File: src/rtl/ccu_snoop_fanout.sv
// ccu_snoop_fanout
// Snoop multicast and response-merge stage behind the CCU snoop controllers.
// It handles one snoop transaction at a time:
//   - takes one AC request from upstream,
//   - broadcasts it to every cached master except the initiator,
//   - ORs all CR responses into a single merged response,
//   - forwards the CD stream of one data source and quietly drains the rest.
//
// State table
//   state   | meaning
//   IDLE    | ac_ready high, waiting for an upstream snoop
//   BCAST   | per-master AC outstanding and/or CR responses still pending
//   SEND_CR | merged CR presented upstream
//   DATA    | source CD passed through; extra data sources drained
//
// Ports
//   clk, rst_n                  clock; asynchronous active-high reset
//   ac_*                        upstream AC request (valid/ready, addr, snoop, prot)
//   initiator_i                 master excluded from the broadcast
//   cr_valid_o/ready_i/resp_o   merged CR toward upstream
//   cd_valid_o/ready_i/data/last  forwarded CD toward upstream
//   snp_ac_*                    per-master AC valid/ready, shared registered payload
//   snp_cr_*                    per-master CR handshake and responses (5 bits each)
//   snp_cd_*                    per-master CD handshake, data and last
module ccu_snoop_fanout #(
  parameter int NoMasters = 4,
  parameter int AddrWidth = 32,
  parameter int DataWidth = 64,
  parameter int IdxWidth  = (NoMasters > 1) ? $clog2(NoMasters) : 1
) (
  input  logic                           clk,
  input  logic                           rst_n,
  input  logic                           ac_valid_i,
  output logic                           ac_ready_o,
  input  logic [AddrWidth-1:0]           ac_addr_i,
  input  logic [3:0]                     ac_snoop_i,
  input  logic [2:0]                     ac_prot_i,
  input  logic [IdxWidth-1:0]            initiator_i,
  output logic                           cr_valid_o,
  input  logic                           cr_ready_i,
  output logic [4:0]                     cr_resp_o,
  output logic                           cd_valid_o,
  input  logic                           cd_ready_i,
  output logic [DataWidth-1:0]           cd_data_o,
  output logic                           cd_last_o,
  output logic [NoMasters-1:0]           snp_ac_valid_o,
  input  logic [NoMasters-1:0]           snp_ac_ready_i,
  output logic [AddrWidth-1:0]           snp_ac_addr_o,
  output logic [3:0]                     snp_ac_snoop_o,
  output logic [2:0]                     snp_ac_prot_o,
  input  logic [NoMasters-1:0]           snp_cr_valid_i,
  output logic [NoMasters-1:0]           snp_cr_ready_o,
  input  logic [5*NoMasters-1:0]         snp_cr_resp_i,
  input  logic [NoMasters-1:0]           snp_cd_valid_i,
  output logic [NoMasters-1:0]           snp_cd_ready_o,
  input  logic [DataWidth*NoMasters-1:0] snp_cd_data_i,
  input  logic [NoMasters-1:0]           snp_cd_last_i
);

  typedef enum logic [1:0] {IDLE, BCAST, SEND_CR, DATA} state_t;

  state_t                state;
  logic                  ac_rdy;
  logic                  cr_vld;
  logic [NoMasters-1:0]  ac_pend;
  logic [NoMasters-1:0]  cr_pend;
  logic [NoMasters-1:0]  drop_mask;
  logic                  src_vld;
  logic [IdxWidth-1:0]   src_idx;
  logic [4:0]            resp_acc;
  logic [AddrWidth-1:0]  addr_q;
  logic [3:0]            snoop_q;
  logic [2:0]            prot_q;

  logic [NoMasters-1:0]  init_pend;
  logic [NoMasters-1:0]  cr_hs;
  logic [NoMasters-1:0]  ac_pend_nxt;
  logic [NoMasters-1:0]  cr_pend_nxt;
  logic [NoMasters-1:0]  drop_add;
  logic [NoMasters-1:0]  drop_done;
  logic [NoMasters-1:0]  drop_nxt;
  logic [NoMasters-1:0]  src_oh;
  logic [4:0]            resp_new;
  logic                  pick_vld;
  logic [IdxWidth-1:0]   pick_idx;
  logic                  sel_valid;
  logic                  sel_last;
  logic [DataWidth-1:0]  sel_data;
  logic                  data_active;
  logic                  src_done;

  assign ac_ready_o     = ac_rdy;
  assign cr_valid_o     = cr_vld;
  assign cr_resp_o      = resp_acc;
  assign snp_ac_valid_o = ac_pend;
  assign snp_ac_addr_o  = addr_q;
  assign snp_ac_snoop_o = snoop_q;
  assign snp_ac_prot_o  = prot_q;

  // A master's CR is only taken once its own AC has been accepted.
  assign snp_cr_ready_o = (state == BCAST) ? (cr_pend & ~ac_pend) : '0;
  assign cr_hs          = snp_cr_valid_i & snp_cr_ready_o;
  assign ac_pend_nxt    = ac_pend & ~snp_ac_ready_i;
  assign cr_pend_nxt    = cr_pend & ~cr_hs;

  always_comb begin
    init_pend = '1;
    for (int i = 0; i < NoMasters; i++) begin
      if (initiator_i == IdxWidth'(i)) init_pend[i] = 1'b0;
    end
  end

  // Merge this cycle's responses and pick the data source. Scanning from
  // index 0 makes the lowest index win when several DataTransfer CRs land
  // together; every later data-carrying master is drained instead.
  always_comb begin
    resp_new = '0;
    pick_vld = src_vld;
    pick_idx = src_idx;
    drop_add = '0;
    for (int i = 0; i < NoMasters; i++) begin
      if (cr_hs[i]) begin
        resp_new = resp_new | snp_cr_resp_i[5*i +: 5];
        if (snp_cr_resp_i[5*i]) begin
          if (!pick_vld) begin
            pick_vld = 1'b1;
            pick_idx = IdxWidth'(i);
          end else begin
            drop_add[i] = 1'b1;
          end
        end
      end
    end
  end

  always_comb begin
    sel_valid = 1'b0;
    sel_last  = 1'b0;
    sel_data  = '0;
    src_oh    = '0;
    for (int i = 0; i < NoMasters; i++) begin
      if (src_idx == IdxWidth'(i)) begin
        sel_valid = snp_cd_valid_i[i];
        sel_last  = snp_cd_last_i[i];
        sel_data  = snp_cd_data_i[DataWidth*i +: DataWidth];
        src_oh[i] = 1'b1;
      end
    end
  end

  // The source stays stalled until DATA; dropped masters are drained from
  // the cycle after their CR, in any state.
  assign data_active    = (state == DATA) && src_vld;
  assign cd_valid_o     = data_active & sel_valid;
  assign cd_last_o      = data_active & sel_last;
  assign cd_data_o      = data_active ? sel_data : '0;
  assign snp_cd_ready_o = drop_mask | (data_active ? (src_oh & {NoMasters{cd_ready_i}}) : '0);
  assign src_done       = cd_valid_o & cd_ready_i & cd_last_o;
  assign drop_done      = drop_mask & snp_cd_valid_i & snp_cd_last_i;
  assign drop_nxt       = (drop_mask & ~drop_done) | drop_add;

  always_ff @(posedge clk or posedge rst_n) begin
    if (rst_n) begin
      state     <= IDLE;
      ac_rdy    <= 1'b0;
      cr_vld    <= 1'b0;
      ac_pend   <= '0;
      cr_pend   <= '0;
      drop_mask <= '0;
      src_vld   <= 1'b0;
      src_idx   <= '0;
      resp_acc  <= '0;
      addr_q    <= '0;
      snoop_q   <= '0;
      prot_q    <= '0;
    end else begin
      drop_mask <= drop_nxt;
      case (state)
        IDLE: begin
          if (!ac_rdy) begin
            ac_rdy <= 1'b1;
          end else if (ac_valid_i) begin
            ac_rdy   <= 1'b0;
            addr_q   <= ac_addr_i;
            snoop_q  <= ac_snoop_i;
            prot_q   <= ac_prot_i;
            ac_pend  <= init_pend;
            cr_pend  <= init_pend;
            resp_acc <= '0;
            src_vld  <= 1'b0;
            if (init_pend == '0) begin
              cr_vld <= 1'b1;
              state  <= SEND_CR;
            end else begin
              state  <= BCAST;
            end
          end
        end
        BCAST: begin
          ac_pend  <= ac_pend_nxt;
          cr_pend  <= cr_pend_nxt;
          resp_acc <= resp_acc | resp_new;
          src_vld  <= pick_vld;
          src_idx  <= pick_idx;
          if ((ac_pend_nxt == '0) && (cr_pend_nxt == '0)) begin
            cr_vld <= 1'b1;
            state  <= SEND_CR;
          end
        end
        SEND_CR: begin
          if (cr_ready_i) begin
            cr_vld <= 1'b0;
            if (src_vld || (drop_nxt != '0)) begin
              state <= DATA;
            end else begin
              ac_rdy <= 1'b1;
              state  <= IDLE;
            end
          end
        end
        DATA: begin
          if (src_done) src_vld <= 1'b0;
          if ((!src_vld || src_done) && (drop_nxt == '0)) begin
            ac_rdy <= 1'b1;
            state  <= IDLE;
          end
        end
        default: state <= IDLE;
      endcase
    end
  end

endmodule

File: config.mk
export PLATFORM = sky130hd
export DESIGN_NAME = ccu_snoop_fanout
export DESIGN_NICKNAME = d
export VERILOG_FILES = /design/src/rtl/ccu_snoop_fanout.sv
export SDC_FILE = /design/constraint.sdc
export NUM_CORES = 1
export LEC_CHECK = 0
export BUFFER_PORTS_ARGS = -buffer_cell sky130_fd_sc_hd__buf_4
export CAP_MARGIN = 20
export CORE_AREA = 2 2 177 179
export DETAILED_ROUTE_END_ITERATION = 16
export DIE_AREA = 0 0 179 181
export GPL_TIMING_DRIVEN = 0
export PLACE_DENSITY = 0.45
export SYNTH_ARGS = -nofsm -noshare
export SYNTH_HDL_FRONTEND = slang
export SYNTH_SLANG_ARGS = --single-unit
File: constraint.sdc
create_clock -name clk -period 2.15 [get_ports clk]
set_input_delay 0.43 -clock clk [delete_from_list [all_inputs] [get_ports clk]]
set_output_delay 0.43 -clock clk [all_outputs]
set_load 0.03 [all_outputs]
==> flow_summary_export.csv, run 1 <==
group,metric,value,unit
clock_tree,clk_path_buf_depth,2,
floorplan,initial_core_util,16.6,%
grt,gr-total-overflow,0,
yosys,async_flop_share,100,%
worst_setup_path,setup.worst_path.class,"reg2out",
clock_tree,insertion_delay,0.33,ns
sta,setup_tns,-11.46,ns
sta,hold_viol,0,
worst_setup_path,slowest_stage,"mux4_2",
worst_setup_path,cp_max_fo,8,
clock_tree,ctsHoldBuffers,0,
yosys,syn_nets,763,
yosys,ys_seq_elements,63,
grt,grt_antenna_before_repair,13,
grt,grt_pass1_vias,6174,
sta,tightest_slew,0.839,ns
yosys,synth.yosys.seq_area_share,31.4,%
sta,fmax,419,MHz
grt,grtUsageTotal,17.6,%
yosys,synth-edff-count,0,
yosys,netlist_area,5030,um^2
floorplan,die_w,179,um
clock_tree,htree_levels,3,
routing,postRouteAntennaNets,0,
power_and_ir_drop,power,10.9,mW
placed_design,place_area,9010,um^2
clock_tree,cts.sinks,63,
placed_design,port-buffer-count,461,
min_path,hold_path.class,"in2async",
clock_tree,path_clk_slew,0.06,ns
floorplan,die_y,181,um
worst_setup_path,arrival,1.96,ns
grt,grt_max_degree,64,
placed_design,dp_hpwl,25.4,mm
floorplan,core,30300,um^2
worst_setup_path,crit_chain,"buf_6, buf_12, clkbuf_16, mux4_2, and2_4, buf_6",
sta,final.min_clock_period,2.39,ns
sta,rsz0062_at_grt,"true",
yosys,avgSynthCellArea,11.9,um^2
routing,wl,30.0,mm
clock_tree,root_buffer,"clkbuf_16",
sta,fin_skew,0.00812,ns
sta,maxSlewViolCount,0,
worst_setup_path,path_common_cell,"buf_6",
worst_setup_path,critPathLaunchType,"register",
sta,slew_headroom,44.0,%
routing,drt_iter0_markers,221,
yosys,synth-main-ff-cell,"dfrtp_1",
run,maxCapViolations,0,
worst_setup_path,reg2reg_slack,-0.14,ns
floorplan,rows,64,
worst_setup_path,cp_data_required_time,1.72,ns
final_layout,syn_to_final_growth,103,%
yosys,ys.warnings.count,0,
placed_design,gp_congestion,0.930,
sta,setup_ws,-0.235,ns
yosys,yosysUniqueCellTypes,44,
status,status,"finished with violations",
routing,drt-pass1-iter-count,4,
yosys,syn_inst,421,
power_and_ir_drop,p_per_area,1070,nW/um^2
sta,finalCritPeriodShare,111,%
power_and_ir_drop,irDropWorstVdd,0.544,mV
grt,grt_pass1_wl,41.5,mm
final_layout,design_area,10200,um^2
status,violations,"negative setup slack",
routing,drc,0,
final_layout,fin_nets,1264,
placed_design,pre_cts_slack,-0.920,ns
worst_setup_path,endpoint_kind,"primary output",
routing,via_per_inst,4.34,
clock_tree,cts_tree,"done",
worst_setup_path,slowest_delay,0.50,ns
floorplan,io_pins,462,
routing,vias,5784,
clock_tree,numCtsBuffers,9,
sta,setup_violations,69,
floorplan,dieArea,32400,um^2
final_layout,layout-drive-gt1-share,77.0,%
routing,wl_per_cell,22.5,um
power_and_ir_drop,leakage,4.87,nW
worst paths after layout:
kind,depth (start not counted),start,endpoint
setup reg to reg,9,state[1]$_DFFE_PP0P_,state[1]$_DFFE_PP0P_
min in group clk,2,ac_addr_i[11],snp_ac_addr_o[11]$_DFFE_PP0P_
hold / removal,2,rst_n,snp_ac_snoop_o[1]$_DFFE_PP0P_
setup / recovery,6,src_idx[0]$_DFFE_PP0P_,cd_data_o[40]
max in group asynchronous,2,rst_n,src_vld$_DFFE_PP0P_
hold reg to reg,2,drop_mask[1]$_DFF_PP0_,drop_mask[1]$_DFF_PP0_
power breakdown:
part           total (mW)  switching [mW]  internal, mW  leakage [nW]
clock                1.66           0.556          1.10         0.165
combinational        7.11            3.40          3.71          3.94
sequential           2.12           0.390          1.73         0.765
per-stage QoR:
| stage | hold WS (ns) | instances | utilization (%) |
|---|---|---|---|
| after floorplan | 0.469 | 421 | - |
| final | 0.282 | 1332 | 33.6 |
| after CTS | 0.310 | 1305 | 32.6 |
| after global placement | 0.486 | 1278 | 29.7 |
| after global routing | 0.316 | 1324 | 33.6 |
| after detailed placement | 0.494 | 1278 | 29.7 |
worst max-delay path, delay by kind of cell (launching register included):
kind,cells,cell delay (ns)
muxes,1,0.50
DFF,1,0.34
and+or+nand+nor,1,0.17
buffers and inverters,4,0.60
layout by cell type (no fill, tap or decap), types with 9 or more instances in the layout:
cell | Yosys | final
nor2_1 | 13 | 12
buf_6 | 2 | 51
a21oi_1 | 15 | 14
inv_1 | 14 | 11
mux4_2 | 66 | 66
nor2b_1 | 9 | 9
clkbuf_2 | 0 | 10
diode_2 | 0 | 10
a22oi_1 | 10 | 9
mux2_2 | 39 | 39
and2_1 | 67 | 28
clkbuf_16 | 0 | 13
and2_4 | 0 | 39
dfrtp_1 | 63 | 60
buf_4 | 1 | 443
nand2_1 | 18 | 17
o21ai_0 | 16 | 14
layout make-up:
| cell class | instances | area [um^2] |
|---|---|---|
| fill | 3190 | 20100 |
| timing repair buffer | 494 | 3950 |
| multi-input combinational | 308 | 3450 |
| sequential | 63 | 1580 |
| tap | 396 | 495 |
| buffer | 32 | 333 |
| clock buffer | 12 | 267 |
| clock inverter | 3 | 65.1 |
| inverter | 14 | 55.1 |
| antenna | 10 | 25.0 |
synth_stat cells (5+ instances only):
| master | number | area [um^2] |
|---|---|---|
| a21boi_0 | 5 | 37.5 |
| a21oi_1 | 15 | 75.1 |
| a22oi_1 | 10 | 75.1 |
| and2_1 | 67 | 419 |
| buf_1 | 5 | 18.8 |
| buf_2 | 7 | 35.0 |
| clkbuf_1 | 21 | 78.8 |
| dfrtp_1 | 63 | 1580 |
| inv_1 | 14 | 52.6 |
| mux2_2 | 39 | 439 |
| mux4_2 | 66 | 1490 |
| nand2_1 | 18 | 67.6 |
| nor2_1 | 13 | 48.8 |
| nor2b_1 | 9 | 56.3 |
| o21ai_0 | 16 | 80.1 |
state kept, by name (all words and copies together), names as in the netlist:
name,count
src_vld,1
src_idx,2
ac_ready_o,1
snp_ac_addr_o,32
drop_mask,4
cr_pend,4
state,2
snp_ac_valid_o,4
snp_ac_prot_o,3
cr_resp_o,5
cr_valid_o,1
snp_ac_snoop_o,4
timing repair:
item,CTS,global route
pin swaps,18,21
gates cloned,1,3
setup buffers,15,14
endpoints found under the setup margin,104,103
gates resized for setup,127,45
cell families after synthesis:
kind of cell,count (synthesis),share of synthesized area (%)
compound gates,71,10.3
fa+ha+maj,4,0.996
buf+inv,50,4.28
flops,63,31.4
mux,105,38.3
simple gates,128,14.8
metal layers:
| layer | GRT usage (%) | up-vias | part of all wire [%] |
|---|---|---|---|
| li1 | - | 2629 | - |
| met4 | 4.94 | 6 | 2.2 |
| met1 | 20.6 | 2819 | 37 |
| met5 | 0 | - | 0.11 |
| met3 | 7.72 | 43 | 12 |
| met2 | 29.2 | 287 | 48 |
(Power assumes the default switching activity.)
==> run 2, diff against run 1 <==
Settings changed: ABC_AREA set to 1, CORE_AREA 2 2 177 179 to 2 2 178 180, DIE_AREA 0 0 179 181 to 0 0 180 182, PLACE_DENSITY 0.45 to 0.44, SETUP_SLACK_MARGIN set to 0.15.
==> flow_summary_export.csv, run 2 <==
group,metric,value,unit
sta,setup_ws,-0.219,ns
yosys,yosysMostFrequentCell,"nand2_1",
sta,finalCritPeriodShare,110,%
yosys,async_flop_share,100,%
min_path,hold_path.class,"in2async",
final_layout,fin_nets,1572,
yosys,yosys-top-cells-count,"111 x nand2_1, 80 x nand3_1, 73 x inv_1, 73 x o21ai_0, 63 x dfrtp_1",
yosys,synthMuxAreaShare,8.69,%
sta,setup_violations,70,
sta,fin_skew,0.00692,ns
placed_design,dp.cells,1578,
sta,tightest_slew,0.836,ns
floorplan,die_y,182,um
yosys,synth_xor_area_share,0,%
grt,grt_antenna_before_repair,7,
clock_tree,cts.sinks,63,
placed_design,place_area,9110,um^2
yosys,synth_compound_area_share,25.3,%
placed_design,gp_congestion,0.894,
final_layout,design_area,10900,um^2
clock_tree,htree_levels,3,
worst_setup_path,cp_data_required_time,1.72,ns
sta,holdWs,0.245,ns
clock_tree,numCtsBuffers,9,
yosys,synthSimpleGateAreaFrac,23.6,%
routing,drt_iter0_markers,287,
clock_tree,insertion_delay,0.33,ns
grt,grt_max_degree,64,
clock_tree,clk_path_buf_depth,2,
yosys,synth_top_family_by_area,"compound AO/OA/AOI/OAI gates",
worst_setup_path,cp_max_fo,7,
yosys,yosysUniqueCellTypes,33,
floorplan,die_w,180,um
power_and_ir_drop,power,12.6,mW
floorplan,io_pins,462,
worst_setup_path,endpoint_kind,"primary output",
clock_tree,path_clk_slew,0.06,ns
yosys,netlist_area,5050,um^2
sta,maxSlewViolCount,0,
final_layout,final_cell_mix,"453 x buf_4, 97 x nand2_1, 70 x nand3_1, 61 x dfrtp_1, 51 x buf_6",
grt,gr-total-overflow,0,
yosys,synthAdderAreaFrac,0.990,%
routing,postRouteAntennaNets,0,
final_layout,layout-drive-gt1-share,60.2,%
yosys,synth_top_cell_by_area,"dfrtp_1",
floorplan,core,31000,um^2
placed_design,pre_cts_slack,-0.795,ns
routing,via_per_inst,4.47,
routing,vias,7342,
worst_setup_path,r2r-start,"src_idx[0]$_DFFE_PP0P_",
worst_setup_path,critPathLaunchType,"register",
routing,wl,33.1,mm
yosys,syn_nets,1057,
placed_design,port-buffer-count,461,
sta,rsz0062_at_grt,"true",
status,violations,"negative setup slack",
yosys,ys_seq_elements,63,
yosys,synth.yosys.seq_area_share,31.2,%
routing,drc,0,
status,status,"finished with violations",
worst_setup_path,worstSetupStartpoint,"src_idx[0]$_DFFE_PP0P_",
sta,hold_viol,0,
routing,wl_per_cell,20.1,um
clock_tree,ctsHoldBuffers,0,
yosys,synth-main-ff-cell,"dfrtp_1",
yosys,synth.area.top_cells,"dfrtp_1 31%, mux2_2 8.7%, nand2_1 8.2%",
worst_setup_path,arrival,1.94,ns
worst_setup_path,setup.worst_path.class,"reg2out",
clock_tree,cts_tree,"done",
yosys,avgSynthCellArea,7.07,um^2
floorplan,dieArea,32800,um^2
power_and_ir_drop,leakage,5.39,nW
worst_setup_path,reg2reg_depth,16,
final_layout,syn_to_final_growth,115,%
clock_tree,root_buffer,"clkbuf_16",
final_layout,finalNonFillerCells,1642,
yosys,ys.warnings.count,0,
grt,grt_pass1_vias,7476,
power_and_ir_drop,p_per_area,1160,nW/um^2
grt,grt_pass1_wl,47.9,mm
floorplan,rows,65,
sta,final.min_clock_period,2.37,ns
sta,slew_headroom,44.3,%
run,maxCapViolations,0,
grt,grtUsageTotal,19.2,%
sta,fmax,422,MHz
routing,drt-pass1-iter-count,5,
placed_design,dp_hpwl,26.5,mm
floorplan,initial_core_util,16.3,%
power_and_ir_drop,irDropWorstVdd,0.669,mV
final_layout,layout_commonest_cell,"buf_4",
yosys,synth-edff-count,0,
yosys,syn_inst,715,
final_layout,largest_register_ffs,32,
yosys,yosysTopAreaCellShare,31.2,%
[run 2: cell count changes after synthesis, sizes merged, moves of 22 or more]
cell,previous run,this run
o22ai,0,22
nor2,13,67
o21ai,17,79
inv,14,76
nand2,18,111
nand3,3,85
mux4,66,0
and2,67,0
o211ai,0,35
[run 2: metrics by stage]
| stage | TNS [ns] | util (%) |
|---|---|---|
| final | -7.81 | 35.1 |
| after floorplan | 0 | - |
| after global routing | -15.07 | 35.1 |
| after CTS | -9.97 | 33.9 |
| after global placement | -96.74 | 29.4 |
| after detailed placement | -36.15 | 29.4 |
[run 2: repair_timing]
item | 4_1_cts | 5_1_grt
gates resized for setup | 229 | 77
gates cloned | 5 | 0
pin swaps | 29 | 41
setup endpoints to repair | 95 | 109
setup buffers | 26 | 12
[run 2: worst max-delay path, cell delays in order (launching register included)]
cell      delay, ns
dfrtp_2        0.48
buf_8          0.18
nor2_4         0.12
inv_2          0.07
buf_8          0.14
buf_12         0.12
buf_16         0.13
o221ai_4       0.13
a21oi_2        0.09
buf_6          0.14
[run 2: layout make-up]
| type | instances | area (um^2) |
|---|---|---|
| Fill cell | 3395 | 20100 |
| Tap cell | 402 | 503 |
| Clock buffer | 11 | 243 |
| Clock inverter | 5 | 81.3 |
| Antenna cell | 5 | 12.5 |
| Sequential cell | 63 | 1580 |
| Multi-Input combinational cell | 522 | 3490 |
| Inverter | 76 | 305 |
| Timing Repair Buffer | 504 | 4070 |
| Buffer | 54 | 603 |
[run 2: worst paths after layout]
| path | end | slack, ns |
|---|---|---|
| worst max-delay path | cd_data_o[35] | -0.22 |
| worst min-delay path | snp_ac_prot_o[2]$_DFFE_PP0P_ | 0.25 |
| worst max register to register | ac_ready_o$_DFFE_PP0P_ | 0.06 |
| worst min register to register | cr_valid_o$_DFFE_PP0P_ | 0.49 |
| max in group asynchronous | src_idx[1]$_DFFE_PP0P_ | 1.27 |
| min in group clk | snp_ac_addr_o[29]$_DFFE_PP0P_ | 0.33 |
[run 2: metal layers]
metal  vias to the layer above  track usage, %  routed length [um]
li1                       3523               -                   -
met1                      3453            23.1               13300
met2                       329            34.0               16800
met3                        33            5.09                2430
met4                         4            5.07                 537
met5                         -               0                  29
[run 2: cell families (layout without fill, tap and decap cells)]
| logic type | after synthesis | in the layout |
|---|---|---|
| AO/OA/AOI/OAI | 207 | 207 |
| multiplexers | 39 | 39 |
| adder cells (fa/ha/maj) | 4 | 4 |
| AND/OR/NAND/NOR | 272 | 272 |
| buffers and inverters | 130 | 650 |
| flip-flops | 63 | 63 |
| other | 0 | 5 |
[run 2: where the power goes]
group	switching [mW]	total, mW	internal (mW)	leakage (nW)
sequential	0.398	2.15	1.76	0.755
clock	0.549	1.60	1.05	0.156
combinational	4.99	8.89	3.90	4.48
